File: src/rtl/secure_reg_req_arbiter.sv
// Request stage in front of secure_register: buffers thread requests in a FIFO,
// issues them one at a time under the thread-0-only policy and returns one response each.
module secure_reg_req_arbiter #(
    parameter int unsigned DATA_WIDTH = 32,
    parameter int unsigned TID_WIDTH  = 4,
    parameter int unsigned FIFO_DEPTH = 4,
    parameter int unsigned MAX_VIOL   = 3
) (
    input  logic                  clk,
    input  logic                  rst,
    input  logic                  req_valid,
    output logic                  req_ready,
    input  logic                  req_write,
    input  logic [DATA_WIDTH-1:0] req_wdata,
    input  logic [TID_WIDTH-1:0]  req_thread_id,
    output logic                  resp_valid,
    input  logic                  resp_ready,
    output logic [DATA_WIDTH-1:0] resp_rdata,
    output logic                  resp_err,
    output logic                  reg_access_en,
    output logic                  reg_wr_en,
    output logic [TID_WIDTH-1:0]  reg_thread_id,
    output logic [DATA_WIDTH-1:0] reg_data_in,
    input  logic [DATA_WIDTH-1:0] reg_data_out,
    output logic [7:0]            viol_count,
    output logic                  locked
);

    localparam int unsigned PTR_W  = (FIFO_DEPTH > 1) ? $clog2(FIFO_DEPTH) : 1;
    localparam int unsigned CNT_W  = PTR_W + 1;
    localparam int unsigned VIOL_W = 8;

    typedef struct packed {
        logic                  write;
        logic [TID_WIDTH-1:0]  tid;
        logic [DATA_WIDTH-1:0] wdata;
    } req_t;

    typedef enum logic [1:0] {
        S_IDLE  = 2'd0,
        S_ISSUE = 2'd1,
        S_WAIT  = 2'd2,
        S_RESP  = 2'd3
    } state_e;

    state_e                state_q, state_d;
    req_t                  fifo_q [FIFO_DEPTH];
    req_t                  req_in;
    req_t                  head;
    logic [PTR_W-1:0]      wr_ptr_q, wr_ptr_d;
    logic [PTR_W-1:0]      rd_ptr_q, rd_ptr_d;
    logic [CNT_W-1:0]      count_q, count_d;
    logic                  push;
    logic                  pop;
    logic                  auth_head;
    logic                  cur_write_q, cur_write_d;
    logic                  req_ready_q, req_ready_d;
    logic                  resp_valid_q, resp_valid_d;
    logic [DATA_WIDTH-1:0] resp_rdata_q, resp_rdata_d;
    logic                  resp_err_q, resp_err_d;
    logic                  access_en_q, access_en_d;
    logic                  wr_en_q, wr_en_d;
    logic [TID_WIDTH-1:0]  reg_tid_q, reg_tid_d;
    logic [DATA_WIDTH-1:0] reg_din_q, reg_din_d;
    logic [VIOL_W-1:0]     viol_q, viol_d;
    logic [VIOL_W-1:0]     viol_inc;
    logic                  locked_q, locked_d;

    assign req_in    = '{write: req_write, tid: req_thread_id, wdata: req_wdata};
    assign head      = fifo_q[rd_ptr_q];
    assign push      = req_valid & req_ready_q;
    assign auth_head = (head.tid == '0) && !locked_q;

    // FIFO payload storage; flushing is done through the pointers only
    always_ff @(posedge clk) begin
        if (push) begin
            fifo_q[wr_ptr_q] <= req_in;
        end
    end

    always_ff @(posedge clk) begin
        if (rst) begin
            state_q      <= S_IDLE;
            wr_ptr_q     <= '0;
            rd_ptr_q     <= '0;
            count_q      <= '0;
            cur_write_q  <= 1'b0;
            req_ready_q  <= 1'b1;
            resp_valid_q <= 1'b0;
            resp_rdata_q <= '0;
            resp_err_q   <= 1'b0;
            access_en_q  <= 1'b0;
            wr_en_q      <= 1'b0;
            reg_tid_q    <= '0;
            reg_din_q    <= '0;
            viol_q       <= '0;
            locked_q     <= 1'b0;
        end else begin
            state_q      <= state_d;
            wr_ptr_q     <= wr_ptr_d;
            rd_ptr_q     <= rd_ptr_d;
            count_q      <= count_d;
            cur_write_q  <= cur_write_d;
            req_ready_q  <= req_ready_d;
            resp_valid_q <= resp_valid_d;
            resp_rdata_q <= resp_rdata_d;
            resp_err_q   <= resp_err_d;
            access_en_q  <= access_en_d;
            wr_en_q      <= wr_en_d;
            reg_tid_q    <= reg_tid_d;
            reg_din_q    <= reg_din_d;
            viol_q       <= viol_d;
            locked_q     <= locked_d;
        end
    end

    // Strobes are registered, so they are set on the IDLE->ISSUE transition and
    // are high for exactly the ISSUE cycle.
    always_comb begin
        state_d      = state_q;
        pop          = 1'b0;
        cur_write_d  = cur_write_q;
        resp_valid_d = resp_valid_q;
        resp_rdata_d = resp_rdata_q;
        resp_err_d   = resp_err_q;
        access_en_d  = 1'b0;
        wr_en_d      = 1'b0;
        reg_tid_d    = reg_tid_q;
        reg_din_d    = reg_din_q;
        viol_d       = viol_q;
        locked_d     = locked_q;
        viol_inc     = (viol_q == '1) ? viol_q : viol_q + VIOL_W'(1);

        case (state_q)
            S_IDLE: begin
                if (count_q != '0) begin
                    state_d     = S_ISSUE;
                    access_en_d = auth_head;
                    wr_en_d     = auth_head & head.write;
                    if (auth_head) begin
                        reg_tid_d = head.tid;
                        reg_din_d = head.wdata;
                    end
                end
            end
            S_ISSUE: begin
                pop         = 1'b1;
                cur_write_d = head.write;
                if (access_en_q) begin
                    state_d = S_WAIT;
                end else begin
                    viol_d       = viol_inc;
                    locked_d     = locked_q | (viol_inc >= VIOL_W'(MAX_VIOL));
                    state_d      = S_RESP;
                    resp_valid_d = 1'b1;
                    resp_err_d   = 1'b1;
                    resp_rdata_d = '0;
                end
            end
            S_WAIT: begin
                state_d      = S_RESP;
                resp_valid_d = 1'b1;
                resp_err_d   = 1'b0;
                resp_rdata_d = cur_write_q ? '0 : reg_data_out;
            end
            S_RESP: begin
                if (resp_ready) begin
                    state_d      = S_IDLE;
                    resp_valid_d = 1'b0;
                    resp_err_d   = 1'b0;
                    resp_rdata_d = '0;
                end
            end
            default: state_d = S_IDLE;
        endcase

        wr_ptr_d    = push ? wr_ptr_q + PTR_W'(1) : wr_ptr_q;
        rd_ptr_d    = pop  ? rd_ptr_q + PTR_W'(1) : rd_ptr_q;
        count_d     = count_q + CNT_W'(push) - CNT_W'(pop);
        req_ready_d = (count_d != CNT_W'(FIFO_DEPTH));
    end

    assign req_ready     = req_ready_q;
    assign resp_valid    = resp_valid_q;
    assign resp_rdata    = resp_rdata_q;
    assign resp_err      = resp_err_q;
    assign reg_access_en = access_en_q;
    assign reg_wr_en     = wr_en_q;
    assign reg_thread_id = reg_tid_q;
    assign reg_data_in   = reg_din_q;
    assign viol_count    = viol_q;
    assign locked        = locked_q;

endmodule

File: config.mk
export PLATFORM = sky130hd
export DESIGN_NAME = secure_reg_req_arbiter
export DESIGN_NICKNAME = d
export VERILOG_FILES = /design/src/rtl/secure_reg_req_arbiter.sv
export SDC_FILE = /design/constraint.sdc
export NUM_CORES = 1
export LEC_CHECK = 0
export ABC_CLOCK_PERIOD_IN_PS = 3050
export BUFFER_PORTS_ARGS = -buffer_cell sky130_fd_sc_hd__buf_4
export CAP_MARGIN = 10
export CORE_MARGIN = 2
export CORE_UTILIZATION = 55
export CTS_BUF_LIST = sky130_fd_sc_hd__clkbuf_2
export DETAILED_ROUTE_END_ITERATION = 16
export GPL_TIMING_DRIVEN = 0
export PLACE_DENSITY = 0.85
export SLEW_MARGIN = 20
export SYNTH_ARGS = -nofsm -noshare
export SYNTH_HDL_FRONTEND = slang
export SYNTH_SLANG_ARGS = --single-unit
File: constraint.sdc
create_clock -name clk -period 3.05 [get_ports clk]
set_input_delay 0.61 -clock clk [delete_from_list [all_inputs] [get_ports clk]]
set_output_delay 0.61 -clock clk [all_outputs]
set_load 0.02 [all_outputs]
# Yosys cells after proc, flatten, opt, wreduce, memory -nomap -nowiden
# Memory sizes are Yosys's and may differ from the RTL's. A register that Yosys moved wholly into a read port is not among the register bits.
# Index checks and enable logic that the tools add are counted.
totals:
  out_inout_bits: 82
  ramBits: 148
  elab_cells: 65
  in_bits: 73
  n_memories: 1
  reg_bits: 92
memory_table:
  columns: ["memory", "words", "width", "read_ports", "rd_clocked_by_memory_dff", "write_ports", "line_no", "rtl"]
  rows:
  - ["fifo_q", 4, 37, 1, 1, 1, "47", "req_t fifo_q [FIFO_DEPTH];"]
op_classes:
  mux: 18
  addsub: 5
  bitwise: 6
  order_cmp: 1
  n_reduce_logical: 11
  n_eq_ne: 8
ops:
  columns: ["op", "count"]
  rows:
  - ["32-bit two-way mux", 3]
  - ["32-bit one-hot mux with 3 select lines", 1]
  - ["8-bit by 1-bit adder with 8-bit output, second input constant", 1]
  - ["8-bit equality test, second input constant", 1]
  - ["8-bit by 2-bit >= comparator with 1-bit output, second input constant", 1]
  - ["2-bit two-way mux", 4]
  - ["8-bit two-way mux", 1]
  - ["2-bit one-hot mux with 4 select lines", 1]
  - ["1-bit two-way mux", 6]
  - ["2-bit != test, second input constant", 3]
  - ["1-bit one-hot mux with 3 select lines", 2]
  - ["3-bit AND reduction", 2]
  - ["3-bit nonzero test", 2]
  - ["2-bit by 1-bit adder with 2-bit output, second input constant", 2]
  - ["2-bit equality test, second input constant", 2]
  - ["4-bit zero test", 1]
  - ["2-bit AND reduction", 2]
  - ["3-bit by 1-bit adder with 3-bit output", 1]
  - ["3-bit != test, second input constant", 1]
  - ["1-bit NOT", 3]
  - ["3-bit OR reduction", 1]
  - ["3-bit by 1-bit subtractor with 3-bit output", 1]
  - ["1-bit bitwise AND", 2]
  - ["2-bit by 1-bit equality test with 1-bit output, second input constant", 1]
  - ["other kinds (4)", 4]

# Depth between registers and ports, before layout
# Gate-level depths: netlist (run 1).
logic_depth:
  ltp_word: 4
  mapped_depth: 9
  depth_no_buf: 9

# Least setup slack after synthesis (run 1)
# Ideal clock, no wire load.
synth_path:
  path_kind: "in2reg"
  start: "in req_valid"
  end: "mem fifo_q[0][0] (netlist bit) (enable)"
  cell_stages: 1
  arrival_ps: 1560
  t_required_ps: 2652
  setup_time_ps: 398
  n_path_buf: 0
  slack_ps: 1092
  cell_sequence: "and3_1"
synth_between:
  elab_chain_cells: 3
synth_lines:
  columns: ["element", "line_no", "rtl"]
  rows:
  - ["start: declaration", "11", "input logic req_valid,"]
  - ["1-bit bitwise AND", "71", "assign push = req_valid & req_ready_q;"]
  - ["1-bit two-way mux", "76", "if (push) begin"]
  - ["1-bit two-way mux (not written as such)", "77", "fifo_q[wr_ptr_q] <= req_in;"]
  - ["end: declaration", "47", null]
# No other way between the ends.

# Worst setup path in the final report (run 1)
layout_path:
  start: "reg state_q[1]"
  end: "reg resp_rdata_q[24], in the netlist resp_rdata[24]"
layout_between:
  elab_chain_cells: 3
  word_cells_on_any_way: 8
  classes_between: "eq/ne: 5; mux: 1; reduce/logical: 2"
layout_lines:
  columns: ["element", "line_no", "rtl"]
  rows:
  - ["start: declaration", "46", "state_e state_q, state_d;"]
  - ["start signal: assignment", "99", "state_q <= state_d;"]
  - ["2-bit by 1-bit equality test with 1-bit output or 2-bit equality test (tied branches)", "134", "case (state_q)"]
  - ["2-bit != test (no line) or 3-bit nonzero test (tied branches)", null, null]
  - ["3-bit AND reduction (no line)", null, null]
  - ["end signal: assignment", "106", "resp_rdata_q <= resp_rdata_d;"]
  - ["end: declaration", "59", "logic [DATA_WIDTH-1:0] resp_rdata_q, resp_rdata_d;"]
# Several ways; a longest one is shown, not always the timed one.
# A chain may end at the register's enable or synchronous reset.

==> impl_results.md, run 1 <==
* Hold path start: reg_data_out[9]
* Worst EP required at 3.77 ns
* Nets at 994
* Die area at 0.0182 mm^2
* Max VDD drop at 0.000386 V
* Final count of pins violating max slew at 0
* Post-Syn Area per Cell at 14.5 um^2
* Die H at 135 um
* Setup Skew at 0.0636 ns
* Final period util at 78.1%
* Clock sink count at 242
* # hold bufs at CTS at 38
* Gr ovfl total at 0
* Worst-Skew Late Latency at 0.84 ns
* Detail Placement HPWL at 13.8 mm
* Syn_nets at 737
* Hold Vio Cnt, Final at 0
* Hold Path End: resp_rdata[9]
* Crit-path max cell delay at 0.57 ns
* DR vias/cell at 5.50
* Vias at 6488
* Seq/Total Area, Yosys at 67.0%
* Flop2flop setup slack at 0.67 ns
* Post-synthesis cell count at 651
* CP max FO at 10
* FF-to-FF End: resp_rdata[24]
* Unrepaired setup endpoints after global routing: false
* Post-CTS Setup Inserts at 0
* Worst r2r src: state_q[1]
* Min-Delay Path Depth at 3
* Post-CTS sizing at 0
* Num ports at 155
* Per-cell routed wire length at 17.6 um
* Status: complete, no violations
* Clock H-tree levels at 2
* Bufs on Longest Clock Path at 3
* FFs w/ async S/R, synth at 0%
* Layout area overhead at 25.9%
* CTS tree: built
* Clock transition at path regs at 0.11 ns
* Finish-stage setup viols at 0
* Largest net degree at the start of global routing at 25
* Ys Warns at 0
* Die width at 135 um
* Footprint of the multi-input gates at 0.00285 mm^2
* Row Count at 47
* DP Cell Count at 1028
* Initial DRC Count at 446
* Relative slew slack at 36.6%
* Yosys cell types at 46
* Share of post-route cells with drive strength above 1 at 35.6%
* Setup TNS at 0 ns
* Storage cell area at 0.00633 mm^2
* Initial antenna violation count at 2
* IO buf count at 153
* Crit path kind: flop to flop
* Syn Std Cell Area at 0.00945 mm^2
* Max Cap Violations at 0
* Slowest cell on crit path: a211oi_1
* P_leak at 4.31 nW
* FF+latch count, synth at 242
* Gp weighted congestion at 0.826
* Startpoint types: flop
* CP Cell Sequence: inv_1, ha_1, buf_2, nor3_1, a211oi_1, clkbuf_1, nand3_1, a21oi_1
* Final ANT Viol Nets at 0
* Power Dens Cells at 732 mW/mm^2
* First-pass GRT wire length at 32.1 mm
* Total wire length at 20.7 mm
* Initial core utilization at 56.6%
* Clk root buf: clkbuf_2
* GRT Total Usage at 22.4%
* Top FF cell, synth: edfxtp_1
* CP Data Arrival Time at 3.10 ns
* Worst setup EP type: flop
* R2R cell count at 8
* Worst hold path type: primary input to flop
* Final std cells w/o fill at 1179
* Filler Cells Inserted at 1139
* Cts bufs inserted at 58
* Max Freq at 420 MHz
* Pre-antenna DRT Iters at 5
* Core area at 0.0167 mm^2
* Post-synth EDFFs at 148
* DRC Markers at 0
* Worst-Margin Slew at 0.949 ns
* Vias in the first global route at 6498
* Minimum clock period at 2.38 ns
## worst max-delay path, delay by kind of cell, from the launching register on
family,cells,cell delay [ns]
flip-flops,1,0.37
buffers and inverters,3,0.79
AO/OA/AOI/OAI,2,0.74
adder cells (fa/ha/maj),1,0.18
AND/OR/NAND/NOR,2,0.25
## sequential cells by signal (all words and copies together) (netlist names), named ones only
register and cells:
count_q 3, cur_write_q 1, fifo_q 148, locked 1, rd_ptr_q 2, reg_access_en 1
reg_data_in 32, reg_thread_id 4, reg_wr_en 1, req_ready 1, resp_err 1, resp_rdata 32
resp_valid 1, state_q 2, viol_count 8, wr_ptr_q 2
## layer usage
metal  track usage, %  part of all wire [%]  vias to the layer above  routed length (um)
li1                 -                     -                     3075                   -
met3             5.44                   7.0                       27                1460
met1             28.0                    42                     3151                8660
met5                0                     0                        -                   0
met4             7.64                   1.4                        0                 289
met2             38.6                    50                      235               10300
## area by class of cell
type,instances,area share (%)
clock inverters,18,0.589
well taps,220,2.31
multi-input cells,350,24.0
clock buffers,91,3.83
repair buffers,197,13.8
plain buffers,48,1.98
diodes,2,0.0421
flip-flops and latches,242,53.2
inverters,11,0.347
## cell families (layout without fill, tap and decap cells)
family | count (synthesis) | in the layout | synth area share (%)
flip-flops | 242 | 242 | 67.0
AND/OR/NAND/NOR | 167 | 167 | 9.14
AO/OA/AOI/OAI | 123 | 123 | 9.89
buffers and inverters | 59 | 365 | 2.93
multiplexers | 41 | 41 | 8.72
adder cells (fa/ha/maj) | 13 | 13 | 1.80
XOR/XNOR | 6 | 6 | 0.556
other | 0 | 2 | 0
## cell usage in the layout (no fill, tap or decap), types with 16 or more instances in the layout
master,netlist,final
a21oi_1,71,71
buf_4,3,156
clkbuf_1,29,29
clkbuf_2,0,91
clkinv_1,0,16
dfxtp_1,94,94
dlygate4sd3_1,0,40
edfxtp_1,148,148
mux4_2,33,33
nand2_1,43,43
nand3_1,38,38
nand4_1,32,32
nor2_1,17,17
o31ai_2,30,30
## stage by stage
| step | hold WS [ns] | total power [W] | util [%] | area, um^2 | setup slack [ns] |
|---|---|---|---|---|---|
| floorplan | 0.461 | 0.00589 | - | 9450 | 1.09 |
| global placement | 0.439 | 0.00662 | 65.1 | 10900 | 0.349 |
| detailed placement | 0.446 | 0.00670 | 65.6 | 11000 | 0.644 |
| CTS | 0.00167 | 0.00877 | 71.1 | 11900 | 0.655 |
| global route | 0.000570 | 0.00919 | 71.2 | 11900 | 0.448 |
| finish | 0.0729 | 0.00870 | 71.2 | 11900 | 0.668 |
## worst max-delay path by stage
stage	endpoint	cells after the start	from	slack, ns
after floorplan	fifo_q[0][0]	1	req_valid	1.09
after global placement	fifo_q[1][20]	2	req_valid	0.35
after detailed placement	reg_data_in[20]	6	state_q[0]	0.64
after CTS	resp_rdata[24]	8	state_q[1]	0.66
after global routing	reg_data_in[29]	6	state_q[0]	0.45
final	resp_rdata[24]	8	state_q[1]	0.67
## power by group
| group | switching, W | leakage [nW] | internal [W] | total [W] |
|---|---|---|---|---|
| combinational | 0.00161 | 1.78 | 0.00105 | 0.00266 |
| sequential | 0.000172 | 2.12 | 0.00384 | 0.00401 |
| clock | 0.00124 | 0.411 | 0.000789 | 0.00203 |
## cell usage after synthesis (7+ instances only)
cell        n  area share [%]
a21oi_1    71             3.8
buf_2      11            0.58
clkbuf_1   29             1.2
dfxtp_1    94              20
edfxtp_1  148              47
ha_1       12             1.6
inv_1      11            0.44
mux2i_1     8            0.85
mux4_2     33             7.9
nand2_1    43             1.7
nand3_1    38             2.0
nand4_1    32             2.1
nor2_1     17            0.68
nor3_1      7            0.37
nor3b_1     7            0.56
o31ai_2    30             4.0
Power figures use the tool's default switching activity.
==> run 2: changes to the inputs <==
Settings changed: ABC_CLOCK_PERIOD_IN_PS 3050 to 2430.
Clock period 3.05 ns to 2.43 ns, I/O delays scaled along.
==> run 2 against run 1 <==
Net effect: wire length rose by 7.0%; setup slack got worse by 0.64 ns; clock-buffer cell count unchanged; critical endpoint is now resp_rdata[30]; highest routed layer unchanged.
==> impl_results.md, run 2 (synthesis results as in run 1) <==
* Status: complete, no violations
* FF-to-FF End: resp_rdata[30]
* Slowest cell on crit path: clkbuf_1
* Initial core utilization at 56.6%
* Cts bufs inserted at 58
* Startpoint types: flop
* Detail Placement HPWL at 13.8 mm
* Gr ovfl total at 0
* DR vias/cell at 5.54
* Finish-stage setup viols at 0
* First-pass GRT wire length at 33.8 mm
* Final period util at 98.7%
* Bufs on Longest Clock Path at 3
* Max Freq at 417 MHz
* Num ports at 155
* CP Cell Sequence: inv_1, ha_1, buf_2, nor3_1, a211oi_2, clkbuf_1, nand3_1, a21oi_1
* Most flop-heavy register: fifo_q
* Gp weighted congestion at 0.826
* Setup Skew at 0.0456 ns
* Die H at 135 um
* Largest net degree at the start of global routing at 25
* Most common cell after layout, fill and taps aside: buf_4
* Storage cell area at 0.00633 mm^2
* Max Cap Violations at 0
* Hold Path End: count_q[0]
* Vias in the first global route at 6755
* Clock H-tree levels at 2
* Row Count at 47
* Hold Vio Cnt, Final at 0
* IO buf count at 153
* Final ANT Viol Nets at 0
* Vias at 6705
* Worst r2r src: state_q[1]
* Die area at 0.0182 mm^2
* Max VDD drop at 0.000484 V
* Minimum clock period at 2.40 ns
* Worst hold path type: primary input to flop
* P_leak at 4.44 nW
* Clock transition at path regs at 0.13 ns
* Worst setup EP type: flop
* Layout area overhead at 29.3%
* R2R cell count at 8
* Unrepaired setup endpoints after global routing: true
* Critical Path Start: state_q[1]
* Initial antenna violation count at 2
* CP max FO at 10
* DRC Markers at 0
* CTS tree: built
* Filler Cells Inserted at 1078
* Min-Delay Path Depth at 2
* Worst-Margin Slew at 0.788 ns
* Post-CTS Setup Inserts at 0
* Clock sink count at 242
* Core area at 0.0167 mm^2
* Crit-path max cell delay at 0.48 ns
* Relative slew slack at 47.0%
* Setup TNS at 0 ns
* Worst EP required at 3.17 ns
* CP Data Arrival Time at 3.14 ns
* Total wire length at 22.2 mm
* Final count of pins violating max slew at 0
* Clk root buf: clkbuf_2
* Per-cell routed wire length at 18.3 um
* Crit path kind: flop to flop
* Initial DRC Count at 514
* Footprint of the multi-input gates at 0.00286 mm^2
* Worst-Skew Late Latency at 0.84 ns
* DP Area at 0.0110 mm^2
* Share of post-route cells with drive strength above 1 at 34.7%
* Flop2flop setup slack at 0.03 ns
* Nets at 1025
* Max reg flops at 148
* Most frequent cells in the layout: buf_4 (156), edfxtp_1 (148), dfxtp_1 (94)
* Power Dens Cells at 903 mW/mm^2
* Die width at 135 um
* GRT Total Usage at 23.8%
* Post-route cell area at 0.0122 mm^2
* Pre-antenna DRT Iters at 5
* Hold path start: rst
==> run 2: final cells by class <==
cell class	instances	area share, %
buffer	48	1.93
tap	220	2.25
sequential	242	51.8
clock buffer	91	3.73
antenna	2	0.0410
multi-input combinational	350	23.4
clock inverter	18	0.574
timing repair buffer	228	15.9
inverter	11	0.338
==> run 2: how the worst max path moves through the flow <==
| stage | slack [ns] | cells past startpoint | end |
|---|---|---|---|
| after floorplan | 0.50 | 7 | reg_data_in[10] |
| after global routing | -0.08 | 8 | resp_rdata[30] |
| after detailed placement | 0.02 | 6 | reg_data_in[20] |
| after CTS | 0.04 | 8 | resp_rdata[24] |
| after global placement | -0.15 | 2 | fifo_q[1][20] |
| final | 0.03 | 8 | resp_rdata[30] |
==> run 2: repair_timing <==
| action | CTS | global route |
|---|---|---|
| endpoints found under the setup margin | 0 | 60 |
| hold endpoints to repair | 182 | 0 |
| hold buffers | 71 | 0 |
| gates resized for setup | 0 | 2 |
==> run 2: worst max-delay path, delay by kind of cell, from the launching register on <==
family | cells | cell delay (ns)
AND/OR/NAND/NOR | 2 | 0.31
flip-flops | 1 | 0.36
adder cells (fa/ha/maj) | 1 | 0.18
buffers and inverters | 3 | 0.83
AO/OA/AOI/OAI | 2 | 0.66
==> run 2: power by group <==
part / internal [W] / switching, W / total [W]
clock: 0.000990 / 0.00158 / 0.00257
sequential: 0.00482 / 0.000218 / 0.00504
combinational: 0.00136 / 0.00206 / 0.00342
==> run 2: stage by stage <==
stage / hold slack, ns / cells / setup WS [ns] / util (%) / power [W]
floorplan: 0.461 / 651 / 0.503 / - / 0.00739
global placement: 0.439 / 1024 / -0.147 / 65.1 / 0.00831
detailed placement: 0.446 / 1028 / 0.0243 / 65.6 / 0.00842
CTS: 0.0527 / 1208 / 0.0353 / 73.0 / 0.0111
global route: 0.107 / 1210 / -0.0781 / 73.1 / 0.0116
finish: 0.112 / 1210 / 0.0311 / 73.1 / 0.0110
==> run 2: routing by layer <==
| metal | wire length, um | vias to the layer above | track usage (%) |
|---|---|---|---|
| met5 | 0 | - | 0 |
| met3 | 1520 | 41 | 5.93 |
| met1 | 9070 | 3259 | 29.3 |
| li1 | - | 3139 | - |
| met4 | 467 | 0 | 9.20 |
| met2 | 11100 | 266 | 40.8 |
==> run 3: changes to the inputs <==
Settings changed: ABC_AREA set to 1, ABC_CLOCK_PERIOD_IN_PS 2430 to 2600.
Clock period 2.43 ns to 2.6 ns, I/O delays scaled along.
==> run 3 against run 2 <==
Net effect: clock-buffer cell count down 5; non-clock buffer count fell by 3; clock skew increased by 0.035 ns; register-to-register slack better by 0.35 ns; utilization down 0.32 points; final cell count up 14%; cell area down 1.8%; global-route usage rose by 3.1 points; fmax up 7.9%.
==> impl_results.md, run 3 <==
* Core Util, Final at 72.8%
* Num ports at 155
* Total wire length at 24.3 mm
* IO buf count at 153
* Die H at 134 um
* Worst r2r src: state_q[1]
* Startpoint types: flop
* Max reg flops at 148
* Synth Area in Compound Gates at 13.1%
* Yosys cell types at 33
* DP Area at 0.0108 mm^2
* Simple-Gate Fraction of Synth Area at 10.4%
* Adder-cell share of the synthesized area at 1.84%
* Min-Delay Path Depth at 4
* FF-to-FF End: req_ready
* Main combinational cell family by area after synthesis: compound AO/OA/AOI/OAI gates
* Top cell type by total area after synthesis: edfxtp_1
* Gp weighted congestion at 0.833
* First-pass GRT wire length at 37.6 mm
* Post-synth top area share at 48.1%
* Synth Area in XOR/XNOR at 0.285%
* Post-CTS Setup Inserts at 0
* Filler Cells Inserted at 1062
* Most frequent cells in the layout: buf_4 (155), edfxtp_1 (148), dfxtp_1 (94)
* DRC Markers at 0
* Layout area overhead at 29.9%
* Initial DRC Count at 726
* Final count of pins violating max slew at 0
* Status: complete, no violations
* Unrepaired setup endpoints after global routing: false
* Max Cap Violations at 0
* Max Freq at 450 MHz
* Detail Placement HPWL at 14.2 mm
* CP max FO at 7
* Most flop-heavy register: fifo_q
* Share of post-route cells with drive strength above 1 at 25.6%
* Worst-Skew Late Latency at 0.86 ns
* Clock H-tree levels at 2
* FF+latch count, synth at 242
* Pre-antenna DRT Iters at 6
* Final period util at 85.5%
* Setup Skew at 0.0804 ns
* Cts bufs inserted at 57
* Post-CTS sizing at 0
* Nets at 1194
* Hold Path End: viol_count[5]
* Initial core utilization at 56.1%
* Mux cell area share after synthesis at 0%
* Dominant cells by area after synthesis: edfxtp_1 (48%), dfxtp_1 (20%), o21ai_0 (4.3%)
* Hold path start: rst
* GRT Total Usage at 27.0%
* Die width at 134 um
* Worst-Margin Slew at 0.794 ns
* Hold Vio Cnt, Final at 0
* Relative slew slack at 46.9%
* Syn_nets at 909
* Initial antenna violation count at 1
* DR vias/cell at 5.46
* Bufs on Longest Clock Path at 3
* Vias in the first global route at 7641
* CTS tree: built
* Vias at 7529
* Flop2flop setup slack at 0.38 ns
* Syn Std Cell Area at 0.00923 mm^2
* Core area at 0.0165 mm^2
* Clk root buf: clkbuf_2
* R2R cell count at 9
* Largest net degree at the start of global routing at 24
* Worst EP required at 3.33 ns
* Ys Warns at 0
* Gr ovfl total at 0
* Minimum clock period at 2.22 ns
* Top FF cell, synth: edfxtp_1
* Worst setup EP type: flop
* Per-cell routed wire length at 17.6 um
* Max VDD drop at 0.000471 V
* Most common cell after layout, fill and taps aside: buf_4
* Storage cell area at 0.00633 mm^2
* Final ANT Viol Nets at 0
* Finish-stage setup viols at 0
* P_leak at 4.76 nW
* Crit path kind: flop to flop
* Worst hold path type: primary input to flop
* Die area at 0.0178 mm^2
* Most frequent cell after synthesis: edfxtp_1
* Row Count at 47
* Footprint of the multi-input gates at 0.00239 mm^2
* Post-route cell area at 0.0120 mm^2
* Post-synthesis cell count at 823
* FFs w/ async S/R, synth at 0%
* Post-synth EDFFs at 148
* Seq/Total Area, Yosys at 68.5%
* Synth cell count leaders: edfxtp_1 (148), dfxtp_1 (94), nor2_1 (88)
* CP Data Arrival Time at 2.95 ns
* Clock transition at path regs at 0.11 ns
* Post-Syn Area per Cell at 11.2 um^2
* Power Dens Cells at 867 mW/mm^2
* Clock sink count at 242
run 3: changes by cell type after synthesis, moves of 8 or more:
cell	before	now
o22ai_1	0	32
mux4_2	33	0
o21ai_0	3	80
nand4_1	32	4
o31ai_2	30	0
mux2i_1	8	0
o21ai_1	0	31
nor2_1	17	88
nand2_1	43	64
inv_1	11	69
clkbuf_1	29	21
run 3: timing repair:
action,in CTS,in global routing
hold buffers,69,0
hold endpoints to repair,180,0
setup endpoints to repair,0,0
run 3: worst max-delay path by stage:
stage | from | endpoint | slack (ns) | cells past startpoint
after floorplan | req_valid | fifo_q[0][0] | -0.09 | 2
after global placement | req_valid | fifo_q[3][11] | -1.38 | 3
after detailed placement | req_valid | req_ready | 0.16 | 9
after CTS | state_q[1] | req_ready | 0.39 | 9
after global routing | state_q[1] | req_ready | 0.17 | 9
final | state_q[1] | req_ready | 0.38 | 9
run 3: critical path, stage by stage, from the launching register on:
cell and delay, ns:
dfxtp_1 0.40, inv_1 0.12, ha_1 0.31, ha_1 0.32, inv_1 0.04, ha_1 0.18, fa_1 0.38, xor2_1 0.17
nor2_1 0.12, nand3_1 0.08
run 3: stage by stage:
step / setup WS, ns / cells / power [W] / hold slack (ns) / setup TNS [ns]
3_3_place_gp: -1.38 / 1196 / 0.00768 / 0.426 / -188.99
4_1_cts: 0.392 / 1377 / 0.0103 / 0.106 / 0
3_5_place_dp: 0.165 / 1200 / 0.00784 / 0.432 / 0
2_1_floorplan: -0.0929 / 823 / 0.00677 / 0.413 / -13.74
6_report: 0.377 / 1378 / 0.0104 / 0.172 / 0
5_1_grt: 0.167 / 1378 / 0.0109 / 0.220 / 0
run 3: logic make-up (layout without fill, tap and decap cells):
family | count (synthesis) | count (layout)
flops | 242 | 242
compound gates | 228 | 228
simple gates | 217 | 217
buf+inv | 120 | 454
fa+ha+maj | 13 | 13
xor+xnor | 3 | 3
other cells | 0 | 1
run 3: power by group:
part,internal [W],switching [W],total [W]
Clock,0.000898,0.00152,0.00242
Sequential,0.00465,0.000281,0.00493
Combinational,0.00107,0.00197,0.00304
run 3: layout make-up:
| cell class | instances | share of cell area, % |
|---|---|---|
| clock buffer | 86 | 3.59 |
| buffer | 47 | 2.25 |
| sequential | 242 | 52.8 |
| antenna | 1 | 0.0209 |
| inverter | 73 | 2.29 |
| timing repair buffer | 226 | 16.1 |
| multi-input combinational | 461 | 19.9 |
| tap | 220 | 2.30 |
| clock inverter | 22 | 0.783 |
run 3: routing by layer:
layer	share of wire, %	vias to the layer above	GRT usage [%]
met1	37	3526	31.8
met3	9.7	70	6.70
li1	-	3485	-
met2	50	448	46.7
met4	2.8	0	12.3
met5	0	-	0
